[src/rtl/pc_pkg.sv]
// ============================================================================
// pc_pkg : shared mode/state encodings and default vectors for pc_unit
// Rev 1.0
// ============================================================================
`default_nettype none

package pc_pkg;

  typedef enum logic [2:0] {
    PC_SEQ    = 3'd0,
    PC_BRANCH = 3'd1,
    PC_JUMP   = 3'd2,
    PC_JR     = 3'd3,
    PC_RET    = 3'd4,
    PC_LOAD   = 3'd5
  } pc_mode_e;

  typedef enum logic [1:0] {
    ST_RUN    = 2'd0,
    ST_HALTED = 2'd1,
    ST_TRAP   = 2'd2
  } pc_state_e;

  localparam logic [31:0] PC_DEF_RESET_VECTOR = 32'h0000_0000;
  localparam logic [31:0] PC_DEF_EXC_VECTOR   = 32'h0000_0080;

endpackage

`default_nettype wire

[src/rtl/pc_ras.sv]
// ============================================================================
// pc_ras : circular return-address stack; a push when full drops the oldest
// Rev 1.0
// ============================================================================
`default_nettype none

module pc_ras #(
  parameter int WIDTH = 32,
  parameter int DEPTH = 4
) (
  input  logic             clk_i,
  input  logic             rst_i,
  input  logic             push_i,
  input  logic             pop_i,
  input  logic [WIDTH-1:0] push_data_i,
  output logic [WIDTH-1:0] top_o,
  output logic             empty_o
);

  localparam int PW = $clog2(DEPTH);

  logic [WIDTH-1:0] mem_q [DEPTH];
  logic [PW-1:0]    ptr_q, ptr_d;
  logic [PW:0]      cnt_q, cnt_d;

  // ptr_q points at the next free slot; the pointer wraps so the oldest
  // entry is overwritten naturally once the stack is full
  always_comb begin
    ptr_d = ptr_q;
    cnt_d = cnt_q;
    if (push_i) begin
      ptr_d = ptr_q + 1'b1;
      if (cnt_q != (PW+1)'(DEPTH)) cnt_d = cnt_q + 1'b1;
    end else if (pop_i && (cnt_q != '0)) begin
      ptr_d = ptr_q - 1'b1;
      cnt_d = cnt_q - 1'b1;
    end
  end

  always_ff @(negedge clk_i or posedge rst_i) begin
    if (rst_i) begin
      ptr_q <= '0;
      cnt_q <= '0;
    end else begin
      ptr_q <= ptr_d;
      cnt_q <= cnt_d;
    end
  end

  always_ff @(negedge clk_i) begin
    if (push_i) mem_q[ptr_q] <= push_data_i;
  end

  assign top_o   = mem_q[ptr_q - 1'b1];
  assign empty_o = (cnt_q == '0);

endmodule

`default_nettype wire

[src/rtl/pc_unit.sv]
// ============================================================================
// pc_unit : program counter with next-PC selection, EPC capture and a
//           run/halt/trap FSM; PC_RAS_EN adds a return-address stack
// Rev 1.0
// ============================================================================
`default_nettype none

module pc_unit
  import pc_pkg::*;
#(
  parameter int               WIDTH        = 32,
  parameter logic [WIDTH-1:0] RESET_VECTOR = WIDTH'(PC_DEF_RESET_VECTOR),
  parameter logic [WIDTH-1:0] EXC_VECTOR   = WIDTH'(PC_DEF_EXC_VECTOR),
  parameter int               RAS_DEPTH    = 4
) (
  input  logic             CLK,
  input  logic             RST,
  input  logic             WE,
  input  logic [2:0]       Mode,
  input  logic [15:0]      Imm16,
  input  logic [25:0]      Target26,
  input  logic [WIDTH-1:0] RegTarget,
  input  logic [WIDTH-1:0] LoadValue,
  input  logic             Link,
  input  logic             Exception,
  input  logic             Eret,
  input  logic             Halt,
  output logic [WIDTH-1:0] DataOut,
  output logic [WIDTH-1:0] PCPlus4,
  output logic [WIDTH-1:0] EPC,
  output logic             Halted,
  output logic             Misaligned
);

  logic [WIDTH-1:0] pc_q, pc_d;
  logic [WIDTH-1:0] epc_q, epc_d;
  logic             mis_q, mis_d;
  pc_state_e        state_q, state_d;

  logic [WIDTH-1:0] pc_plus4;
  logic [WIDTH-1:0] br_off;
  logic [WIDTH-1:0] ret_target;
  logic [WIDTH-1:0] cand;
  logic             commit;

  assign pc_plus4 = pc_q + WIDTH'(4);
  assign br_off   = {{(WIDTH-18){Imm16[15]}}, Imm16, 2'b00};

`ifdef PC_RAS_EN
  logic [WIDTH-1:0] ras_top;
  logic             ras_empty;
  logic             ras_push, ras_pop;

  // Stack only moves when the candidate is actually committed
  assign ras_push = commit && Link && ((Mode == PC_JUMP) || (Mode == PC_JR));
  assign ras_pop  = commit && (Mode == PC_RET);

  pc_ras #(
    .WIDTH (WIDTH),
    .DEPTH (RAS_DEPTH)
  ) u_ras (
    .clk_i       (CLK),
    .rst_i       (RST),
    .push_i      (ras_push),
    .pop_i       (ras_pop),
    .push_data_i (pc_plus4),
    .top_o       (ras_top),
    .empty_o     (ras_empty)
  );

  assign ret_target = ras_empty ? RegTarget : ras_top;
`else
  logic link_unused;
  assign link_unused = Link;
  assign ret_target  = RegTarget;
`endif

  always_comb begin
    cand = pc_plus4;
    case (Mode)
      PC_BRANCH: cand = pc_plus4 + br_off;
      PC_JUMP:   cand = {pc_plus4[WIDTH-1:28], Target26, 2'b00};
      PC_JR:     cand = RegTarget;
      PC_RET:    cand = ret_target;
      PC_LOAD:   cand = LoadValue;
      default:   cand = pc_plus4;
    endcase
  end

  always_comb begin
    pc_d    = pc_q;
    epc_d   = epc_q;
    mis_d   = 1'b0;
    state_d = state_q;
    commit  = 1'b0;
    case (state_q)
      ST_RUN: begin
        if (Exception) begin
          epc_d   = pc_q;
          pc_d    = EXC_VECTOR;
          state_d = ST_TRAP;
        end else if (!Eret) begin
          if (Halt) begin
            state_d = ST_HALTED;
          end else if (WE) begin
            if (cand[1:0] != 2'b00) begin
              epc_d   = pc_q;
              pc_d    = EXC_VECTOR;
              mis_d   = 1'b1;
              state_d = ST_TRAP;
            end else begin
              pc_d   = cand;
              commit = 1'b1;
            end
          end
        end
      end
      ST_TRAP: begin
        // Nested traps keep the original EPC so the handler can still return
        if (Exception) begin
          pc_d = EXC_VECTOR;
        end else if (Eret) begin
          pc_d    = epc_q;
          state_d = ST_RUN;
        end else if (WE) begin
          if (cand[1:0] != 2'b00) begin
            pc_d  = EXC_VECTOR;
            mis_d = 1'b1;
          end else begin
            pc_d   = cand;
            commit = 1'b1;
          end
        end
      end
      ST_HALTED: begin
        if (Exception) begin
          epc_d   = pc_q;
          pc_d    = EXC_VECTOR;
          state_d = ST_TRAP;
        end
      end
      default: state_d = ST_RUN;
    endcase
  end

  always_ff @(negedge CLK or posedge RST) begin
    if (RST) begin
      pc_q    <= RESET_VECTOR;
      epc_q   <= '0;
      mis_q   <= 1'b0;
      state_q <= ST_RUN;
    end else begin
      pc_q    <= pc_d;
      epc_q   <= epc_d;
      mis_q   <= mis_d;
      state_q <= state_d;
    end
  end

  assign DataOut    = pc_q;
  assign PCPlus4    = pc_plus4;
  assign EPC        = epc_q;
  assign Halted     = (state_q == ST_HALTED);
  assign Misaligned = mis_q;

endmodule

`default_nettype wire

[config.mk]
export PLATFORM = sky130hd
export DESIGN_NAME = pc_unit
export DESIGN_NICKNAME = d
export VERILOG_FILES = /design/src/rtl/pc_pkg.sv /design/src/rtl/pc_ras.sv /design/src/rtl/pc_unit.sv
export SDC_FILE = /design/constraint.sdc
export NUM_CORES = 1
export LEC_CHECK = 0
export CAP_MARGIN = 20
export CORE_MARGIN = 2
export CORE_UTILIZATION = 45
export DETAILED_ROUTE_END_ITERATION = 8
export PLACE_DENSITY = 0.78
export REMOVE_ABC_BUFFERS = 1
export SKIP_CTS_REPAIR_TIMING = 1
export SYNTH_ARGS = -nofsm -noshare
export SYNTH_HDL_FRONTEND = slang
export SYNTH_HIERARCHICAL = 1
export SYNTH_SLANG_ARGS = --single-unit
[constraint.sdc]
create_clock -name CLK -period 9.65 [get_ports CLK]
set_clock_uncertainty 0.05 [all_clocks]
set_input_delay 1.93 -clock CLK [delete_from_list [all_inputs] [get_ports CLK]]
set_output_delay 1.93 -clock CLK [all_outputs]
set_load 0.03 [all_outputs]
==> results by group, run 1 <==
Place
  • RePlAce Congestion: 0.9888
  • Hpwl dp: 20210 um
  • Port bufs: 212

CTS
  • H-tree level count: 3
  • CTS Buffer Depth: 2
  • Clock sinks: 67
  • Clock root buffer: clkbuf_16
  • CTS tree: yes
  • CTS buffer count: 9
  • Worst-path clk slew: 0.05 ns
  • Clk_lat worst skew: 0.35 ns

Run status
  • Outcome: finished, final reports clean

Power and ir drop
  • Static leakage: 4.476 nW
  • Internal power: 1.279 mW
  • Clk pwr share: 14.2%
  • Switching pwr: 1.188 mW
  • Maximum VDD drop: 0.1377 mV
  • Post-layout power: 2.467 mW
  • Net Sw Frac: 48.16%
  • Combinational power share: 66.5%
  • Pwr Density: 245.2 nW/um2
  • Sequential Power Share: 19.3%

Global route
  • GRT Residual Overflow: 0
  • Initial antenna violation count: 0
  • Total Routing Usage GR: 32.62%
  • Number of global-route vias before repair: 7731
  • Largest net degree at the start of global routing: 66
  • First-pass GRT wire length: 41540 um

Yosys
  • Primary FF master, synth: dfrtn_1
  • Ys async rst share: 100.0%
  • Mapped Cells: 863
  • Synth Area per Inst: 7.932 um2
  • Register area share after synthesis: 24.49%
  • Post-synth EDFFs: 0
  • Synth cell types: 72
  • Synth Warn #: 6
  • Post-synthesis cell area: 6845 um2
  • Synth Register Bits: 67

Worst setup path
  • WP buf/inv: 1
  • Worst-path cell chain: nand4_1, or4_4, nor2_1, and4_1, xor2_2, buf_12
  • Largest stage delay, worst path: 0.65 ns
  • Delay-heaviest family, CP: simple AND/OR/NAND/NOR gates
  • Req. time, crit path: 7.67 ns
  • Crit start category: flop
  • Critical-path top delay cell: or4_4
  • Crit path capture type: output pin
  • WS Path Type: flop to output pin
  • CP Max Fanout: 10
  • Arr. time, crit path: 7.57 ns

Routing
  • DRC viols: 0
  • Wirelength, routed: 27140 um
  • Vias per cell: 6.166
  • DR WL/cell: 20.67 um
  • Drt first pass iters: 6
  • Initial DRC Count: 716
  • Via Count: 8096
  • Post-route ant nets: 0

Timing
  • Max_slew headroom: 53.15%
  • Final setup TNS: 0 ns
  • Slew @ Worst Pin: 0.7017 ns
  • RSZ-0062 raised after global routing: no
  • Endpoints failing setup: 0
  • Final-report hold violation count: 0
  • Slew Viols, Final: 0

Final layout
  • # diodes: 0
  • Area Growth Syn to Fin: 46.96%
  • Filler cells: 1294
  • Layout cells sized above 1: 16.00%
  • Register area: 1677 um2
  • Footprint of the multi-input gates: 4762 um2
  • Nets: 1277

Floorplanning
  • Site Rows: 45
  • Die Wd: 127.3 um
  • Initial core utilization: 45.53%
  • Die Ht: 127.3 um
  • Core Box Area: 15030 um2
  • I/O Pins: 214
  • DIE AREA: 16210 um2

Worst hold path
  • Worst hold path class: flop to flop

Run
  • Max cap viols: 0
## per-stage QoR
step | hold slack, ns | instances | area [um2] | util (%) | worst slack (ns)
4_1_cts | 0.4236 | 1313 | 9995 | 66.48 | -0.2273
6_report | 0.4265 | 1313 | 10060 | 66.92 | 0.1033
2_1_floorplan | 0.4794 | 804 | 6521 | - | 0.02668
3_3_place_gp | 0.4179 | 1297 | 9692 | 64.47 | -0.2907
3_5_place_dp | 0.4187 | 1297 | 9692 | 64.47 | -0.2974
5_1_grt | 0.4454 | 1313 | 10060 | 66.92 | 0.004877
## path summary, 6_finish.rpt
path                            slack, ns  cells past startpoint           to       start
worst min-delay path                 0.43                      1   DataOut[1]      EPC[1]
worst min register to register       0.43                      1   DataOut[1]      EPC[1]
min in group asynchronous            6.68                      2   Misaligned         RST
worst max-delay path                 0.10                      6  PCPlus4[23]  DataOut[9]
worst max register to register       5.33                     15  DataOut[31]  DataOut[9]
max in group asynchronous            2.18                      3      EPC[17]         RST
## cell usage after synthesis (all sizes together) (12+ instances only)
cell type	count	area, um2
nand2	75	281.5
a221oi	12	105.1
mux2	39	439.2
o211ai	19	142.6
nand3	20	100.1
xor2	22	192.7
inv	32	120.1
o22ai	35	219.0
nor2	80	300.3
xnor2	28	245.2
a21oi	63	315.3
nor3	17	85.08
clkbuf	41	205.2
dfrtn	67	1677
o21ai	81	405.4
buf	17	110.1
ha	40	500.5
## cell type report
type,instances,area share (%)
clock buffer,10,2.376
clock inverter,6,0.6343
inverter,32,1.194
multi-input combinational,705,47.34
sequential,67,16.67
tap,188,2.338
timing repair buffer,305,29.45
## routing by layer
metal / up-vias / wire, um / GRT usage [%]
met5: - / 0 / 0
met4: 0 / 712 / 10.41
met3: 54 / 2484 / 6.575
met2: 416 / 12690 / 53.98
met1: 3884 / 11260 / 42.96
li1: 3742 / - / -
## cell families (layout without fill, tap and decap cells)
kind of cell    Yosys count  after routing  share of synthesized area, %
compound gates          310            310                         29.43
xor+xnor                 50             50                         6.397
fa+ha+maj                41             41                         7.604
buf+inv                  91            353                         6.489
flops                    67             67                         24.49
mux                      48             48                         7.732
simple gates            256            256                         17.86
## sequential cells by signal (all words and copies together) (netlist names)
register	cells
DataOut	32
EPC	32
Misaligned	1
state_q	2
## cells in the final DEF (no fill, tap or decap), types with 4 or more instances in the layout
cell type        synthesis  layout
a222oi_1                 5       5
dlymetal6s2s_1           0      12
or3_1                    7       7
nand4_1                  9       9
a22oi_1                 11      11
o31ai_1                  6       6
o211ai_1                19      19
a221oi_1                12      12
buf_12                   0      11
a211oi_1                 7       7
clkdlybuf4s50_1          0     192
a21oi_1                 63      63
inv_1                   32      31
nor3_1                  17      17
buf_4                    2      88
o221a_2                  4       4
o22ai_1                 35      35
nand2_1                 75      75
nor2_1                  80      79
o221ai_1                 8       8
ha_1                    40      40
dfrtn_1                 67      67
o21ai_0                 80      80
mux2_2                  39      39
nor2b_1                  8       8
a31oi_1                 11      11
o41ai_1                  5       4
o21a_1                   7       7
xor2_1                  22      20
clkbuf_16                0       9
a22o_1                   7       7
and2_1                   5       5
and3_1                   4       4
nand2b_1                 8       8
nand3_1                 20      20
mux2i_1                  9       9
xnor2_1                 28      28
## power groups by stage
stage                     registers [mW]  logic (mW)  clock network, mW
after global placement             0.472        1.59                  0
after CTS                          0.472        1.62              0.352
final                              0.476        1.64              0.351
after global routing               0.487        1.74              0.363
after floorplan                    0.636       0.735                  0
after detailed placement           0.475        1.61                  0
Note: power is estimated with default switching activity, not from simulation.
==> run 2, diff against run 1 <==
--- a/config.mk
+++ b/config.mk
@@ -6,7 +6,7 @@
 export NUM_CORES = 1
 export LEC_CHECK = 0
 export CAP_MARGIN = 20
-export CORE_MARGIN = 2
+export CORE_MARGIN = 5
 export CORE_UTILIZATION = 45
 export DETAILED_ROUTE_END_ITERATION = 8
 export PLACE_DENSITY = 0.78
==> results by group, run 2 (synthesis gave the netlist of run 1 again) <==
Run status
  • Outcome: finished, final reports clean

Final layout
  • Filler cells: 1301
  • Finished Layout Cells: 1315
  • Commonest cells after routing, fill and taps aside: 189 x clkdlybuf4s50_1, 93 x buf_4, 79 x nor2_1
  • Area Growth Syn to Fin: 46.99%
  • Layout cells sized above 1: 15.79%
  • Leading cell type in the layout, fill and taps excluded: clkdlybuf4s50_1
  • # diodes: 0
  • Finished Cell Area: 10060 um2
  • Nets: 1280

Floorplanning
  • Die Ht: 133.3 um
  • DIE AREA: 17780 um2
  • Die Wd: 133.3 um
  • Site Rows: 45
  • Core Box Area: 15030 um2
  • Initial core utilization: 45.53%
  • I/O Pins: 214

CTS
  • CTS buffer count: 9
  • Worst-path clk slew: 0.04 ns
  • H-tree level count: 3
  • CTS Buffer Depth: 2
  • Clk_lat worst skew: 0.35 ns
  • Clock sinks: 67
  • Clock root buffer: clkbuf_16
  • CTS tree: yes

Power and ir drop
  • Static leakage: 4.531 nW
  • Maximum VDD drop: 0.1493 mV
  • Post-layout power: 2.483 mW
  • Pwr Density: 246.8 nW/um2

Timing
  • Slew Viols, Final: 0
  • Final-report hold violation count: 0
  • Endpoints failing setup: 0
  • RSZ-0062 raised after global routing: no
  • Slew @ Worst Pin: 0.7515 ns
  • Final setup TNS: 0 ns
  • Max_slew headroom: 49.83%

Routing
  • Wirelength, routed: 27800 um
  • DR WL/cell: 21.14 um
  • Via Count: 8038
  • Post-route ant nets: 0
  • DRC viols: 0
  • Initial DRC Count: 748
  • Drt first pass iters: 5
  • Vias per cell: 6.113

Worst hold path
  • Worst Hold End: DataOut[1]
  • Worst hold path class: flop to flop
  • Hold path start: EPC[1]
  • WHS Path Cells: 1

Global route
  • Initial antenna violation count: 0
  • Largest net degree at the start of global routing: 38
  • First-pass GRT wire length: 43370 um
  • Total Routing Usage GR: 30.50%
  • Number of global-route vias before repair: 8161
  • GRT Residual Overflow: 0

Worst setup path
  • R2r setup slk: 5.39 ns
  • Delay-heaviest family, CP: simple AND/OR/NAND/NOR gates
  • WS Path Type: flop to output pin
  • Arr. time, crit path: 7.51 ns
  • Req. time, crit path: 7.67 ns
  • Largest stage delay, worst path: 0.66 ns
  • Worst Reg-to-Reg Cells: 14
  • CP Max Fanout: 10
  • Crit path capture type: output pin
  • Worst-path cell chain: nand4_2, or4_4, nor2_1, and4_1, xor2_1, buf_12
  • Reg-to-Reg Start: DataOut[14]
  • WP buf/inv: 1
  • Critical-path top delay cell: or4_4
  • Reg2reg end: DataOut[31]
  • Crit start category: flop

Place
  • Cells after DPL: 1300
  • RePlAce Congestion: 0.9589
  • Port bufs: 212
  • DP Area: 9704 um2
  • Hpwl dp: 21210 um

Run
  • Max cap viols: 0
-- run 2: changes by cell type in the layout (fill, tap and decap cells not counted), sizes merged --
cell and delta:
clkbuf +1, buf +4, clkdlybuf4s50 -3, dlymetal6s2s +2, clkinvlp -1, inv -1
clkinv -1, bufinv +1
-- run 2: worst max path at each step --
stage | from | endpoint | slack, ns | cells after the start
after floorplan | LoadValue[0] | EPC[0] | 0.03 | 7
after global placement | Imm16[1] | DataOut[19] | -0.17 | 11
after detailed placement | Imm16[1] | DataOut[19] | -0.22 | 11
after CTS | DataOut[14] | PCPlus4[30] | -0.17 | 6
after global routing | Imm16[0] | DataOut[28] | 0.04 | 14
final | DataOut[14] | PCPlus4[27] | 0.16 | 6
-- run 2: report_power, final --
part           internal, mW  switching [mW]
Combinational         0.702           0.956
Sequential            0.377          0.0932
Clock                 0.225           0.130
-- run 2: stage by stage --
step                      utilization [%]  worst slack (ns)  hold WS (ns)
after floorplan                         -           0.02668        0.4794
after global placement              64.55           -0.1697        0.4182
after detailed placement            64.55           -0.2211        0.4334
after CTS                           66.61           -0.1681        0.4332
after global routing                66.93           0.04059        0.4488
final                               66.93            0.1570        0.4243
-- run 2: cell type report --
class	count	area, um2	share of cell area (%)
clock inverters	4	76.32	0.7585
repair buffers	308	2975	29.57
well taps	188	235.2	2.338
multi-input cells	705	4746	47.16
inverters	32	120.1	1.194
flip-flops and latches	67	1677	16.66
clock buffers	11	232.7	2.313
-- run 2: worst register-to-register path, stage by stage (launching register included) --
cell and delay (ns):
dfrtn_1 0.50, nand4_2 0.19, or4_4 0.66, nor2_1 0.19, and3_1 0.22, xor2_1 0.38
ha_1 0.36, a21oi_1 0.25, o21ai_0 0.17, nand3_1 0.13, a31oi_1 0.11, a2111oi_0 0.43
nor3_1 0.15, xnor2_1 0.22, o21ai_1 0.08
-- run 2: metal layers --
metal / GRT usage, % / vias to the layer above / wire [um]
li1: - / 3760 / -
met4: 13.54 / 0 / 1024
met2: 50.51 / 431 / 12910
met1: 38.94 / 3766 / 11380
met5: 0 / - / 0
met3: 5.438 / 81 / 2483
==> run 3, diff against run 2 <==
==> constraint.sdc (replaced) <==
create_clock -name CLK -period 9.65 [get_ports CLK]
set_clock_uncertainty 0.05 [all_clocks]
set_input_delay 2.895 -clock CLK [delete_from_list [all_inputs] [get_ports CLK]]
set_output_delay 2.895 -clock CLK [all_outputs]
set_load 0.03 [all_outputs]
==> results by group, run 3 (synthesis gave the netlist of run 1 again) <==
Run status
  • Outcome: finished, violations left
  • Failing checks: negative setup slack

Final layout
  • Commonest cells after routing, fill and taps aside: 249 x buf_4, 162 x clkdlybuf4s50_1, 72 x nand2_1
  • # diodes: 0
  • Area Growth Syn to Fin: 87.19%
  • Final core occ: 85.24%
  • Leading cell type in the layout, fill and taps excluded: buf_4
  • Layout cells sized above 1: 39.31%
  • Finished Layout Cells: 1488
  • Nets: 1453

Place
  • RePlAce Congestion: 0.9098
  • Cells after DPL: 1440
  • Hpwl dp: 23130 um
  • Port bufs: 212

Floorplanning
  • Die Ht: 133.3 um
  • Initial core utilization: 45.53%
  • Die Wd: 133.3 um
  • DIE AREA: 17780 um2
  • I/O Pins: 214
  • Core Box Area: 15030 um2
  • Site Rows: 45

Timing
  • Max_slew headroom: 61.28%
  • Slew Viols, Final: 0
  • Final setup TNS: -11.55 ns
  • Final-report hold violation count: 0
  • Endpoints failing setup: 43
  • RSZ-0062 raised after global routing: yes
  • Final worst slack: -0.6663 ns
  • Slew @ Worst Pin: 0.5788 ns
  • Final hold slack: 0.4260 ns

Worst setup path
  • R2r setup slk: 5.43 ns
  • Largest stage delay, worst path: 0.61 ns
  • Req. time, crit path: 6.71 ns
  • Worst-path cell chain: nand4_4, or4_4, nor2_1, buf_4, xor2_1, buf_4, buf_12
  • Reg2reg end: DataOut[27]
  • Crit start category: flop
  • Arr. time, crit path: 7.37 ns
  • CP Max Fanout: 3
  • WS Path Type: flop to output pin
  • Crit path capture type: output pin
  • Critical-path top delay cell: or4_4
  • Reg-to-Reg Start: DataOut[14]
  • Top cell by count, worst path: buf_4
  • Worst Reg-to-Reg Cells: 17

Global route
  • Initial antenna violation count: 0
  • First-pass GRT wire length: 46450 um
  • Total Routing Usage GR: 32.49%
  • GRT Residual Overflow: 0
  • Number of global-route vias before repair: 8739
  • Largest net degree at the start of global routing: 68

Routing
  • DRC viols: 0
  • Vias per cell: 6.566
  • DR WL/cell: 25.06 um
  • Drt first pass iters: 8
  • Initial DRC Count: 1021
  • Wirelength, routed: 37290 um
  • Via Count: 9770
  • Post-route ant nets: 0

CTS
  • Worst-path clk slew: 0.05 ns
  • Clk_lat worst skew: 0.36 ns
  • CTS buffer count: 9
  • Clock root buffer: clkbuf_16
  • CTS tree: yes
  • H-tree level count: 3
  • CTS Buffer Depth: 2
  • Clock sinks: 67

Worst hold path
  • WHS Path Cells: 1
  • Worst hold path class: flop to flop
  • Hold path start: EPC[1]
  • Worst Hold End: DataOut[1]

Run
  • Max cap viols: 0

Power and ir drop
  • Post-layout power: 3.181 mW
  • Static leakage: 5.769 nW
  • Pwr Density: 248.2 nW/um2
  • Maximum VDD drop: 0.1512 mV
==> run 3: how the worst max path moves through the flow <==
stage | slack, ns | depth (start not counted) | to | start
3_3_place_gp | -1.33 | 10 | DataOut[19] | Imm16[1]
5_1_grt | -0.69 | 7 | PCPlus4[20] | DataOut[14]
4_1_cts | -0.85 | 10 | DataOut[19] | Imm16[1]
3_5_place_dp | -1.20 | 10 | DataOut[19] | Imm16[1]
2_1_floorplan | -0.94 | 7 | EPC[0] | LoadValue[0]
6_report | -0.67 | 7 | PCPlus4[20] | DataOut[14]
==> run 3: layout make-up <==
type / instances / area, um2
Inverter: 32 / 120.1
Timing Repair Buffer: 481 / 4538
Sequential cell: 67 / 1677
Fill cell: 783 / 2220
Tap cell: 188 / 235.2
Clock inverter: 4 / 76.32
Clock buffer: 11 / 232.7
Multi-Input combinational cell: 705 / 5934
==> run 3: report_power, final <==
part | switching (mW) | internal (mW)
sequential | 0.0939 | 0.376
combinational | 1.26 | 1.08
clock | 0.145 | 0.226
==> run 3: worst max-delay path: cells and delay by family (launching register included) <==
family,cells,cell delay (ns)
buffers and inverters,3,0.48
XOR/XNOR,1,0.21
flip-flops,1,0.47
AND/OR/NAND/NOR,3,1.03
==> run 3: routing by layer <==
| metal | vias to the layer above | wire, um | GRT usage [%] |
|---|---|---|---|
| li1 | 4101 | - | - |
| met1 | 4614 | 13000 | 40.77 |
| met2 | 793 | 17150 | 55.87 |
| met3 | 262 | 4178 | 5.778 |
| met4 | 0 | 2966 | 12.06 |
| met5 | - | 0 | 0 |
==> run 3: stage by stage <==
| stage | setup WS (ns) | area [um2] |
|---|---|---|
| 2_1_floorplan | -0.9383 | 6521 |
| 3_3_place_gp | -1.334 | 10910 |
| 3_5_place_dp | -1.200 | 10910 |
| 4_1_cts | -0.8533 | 11210 |
| 5_1_grt | -0.6944 | 12810 |
| 6_report | -0.6663 | 12810 |
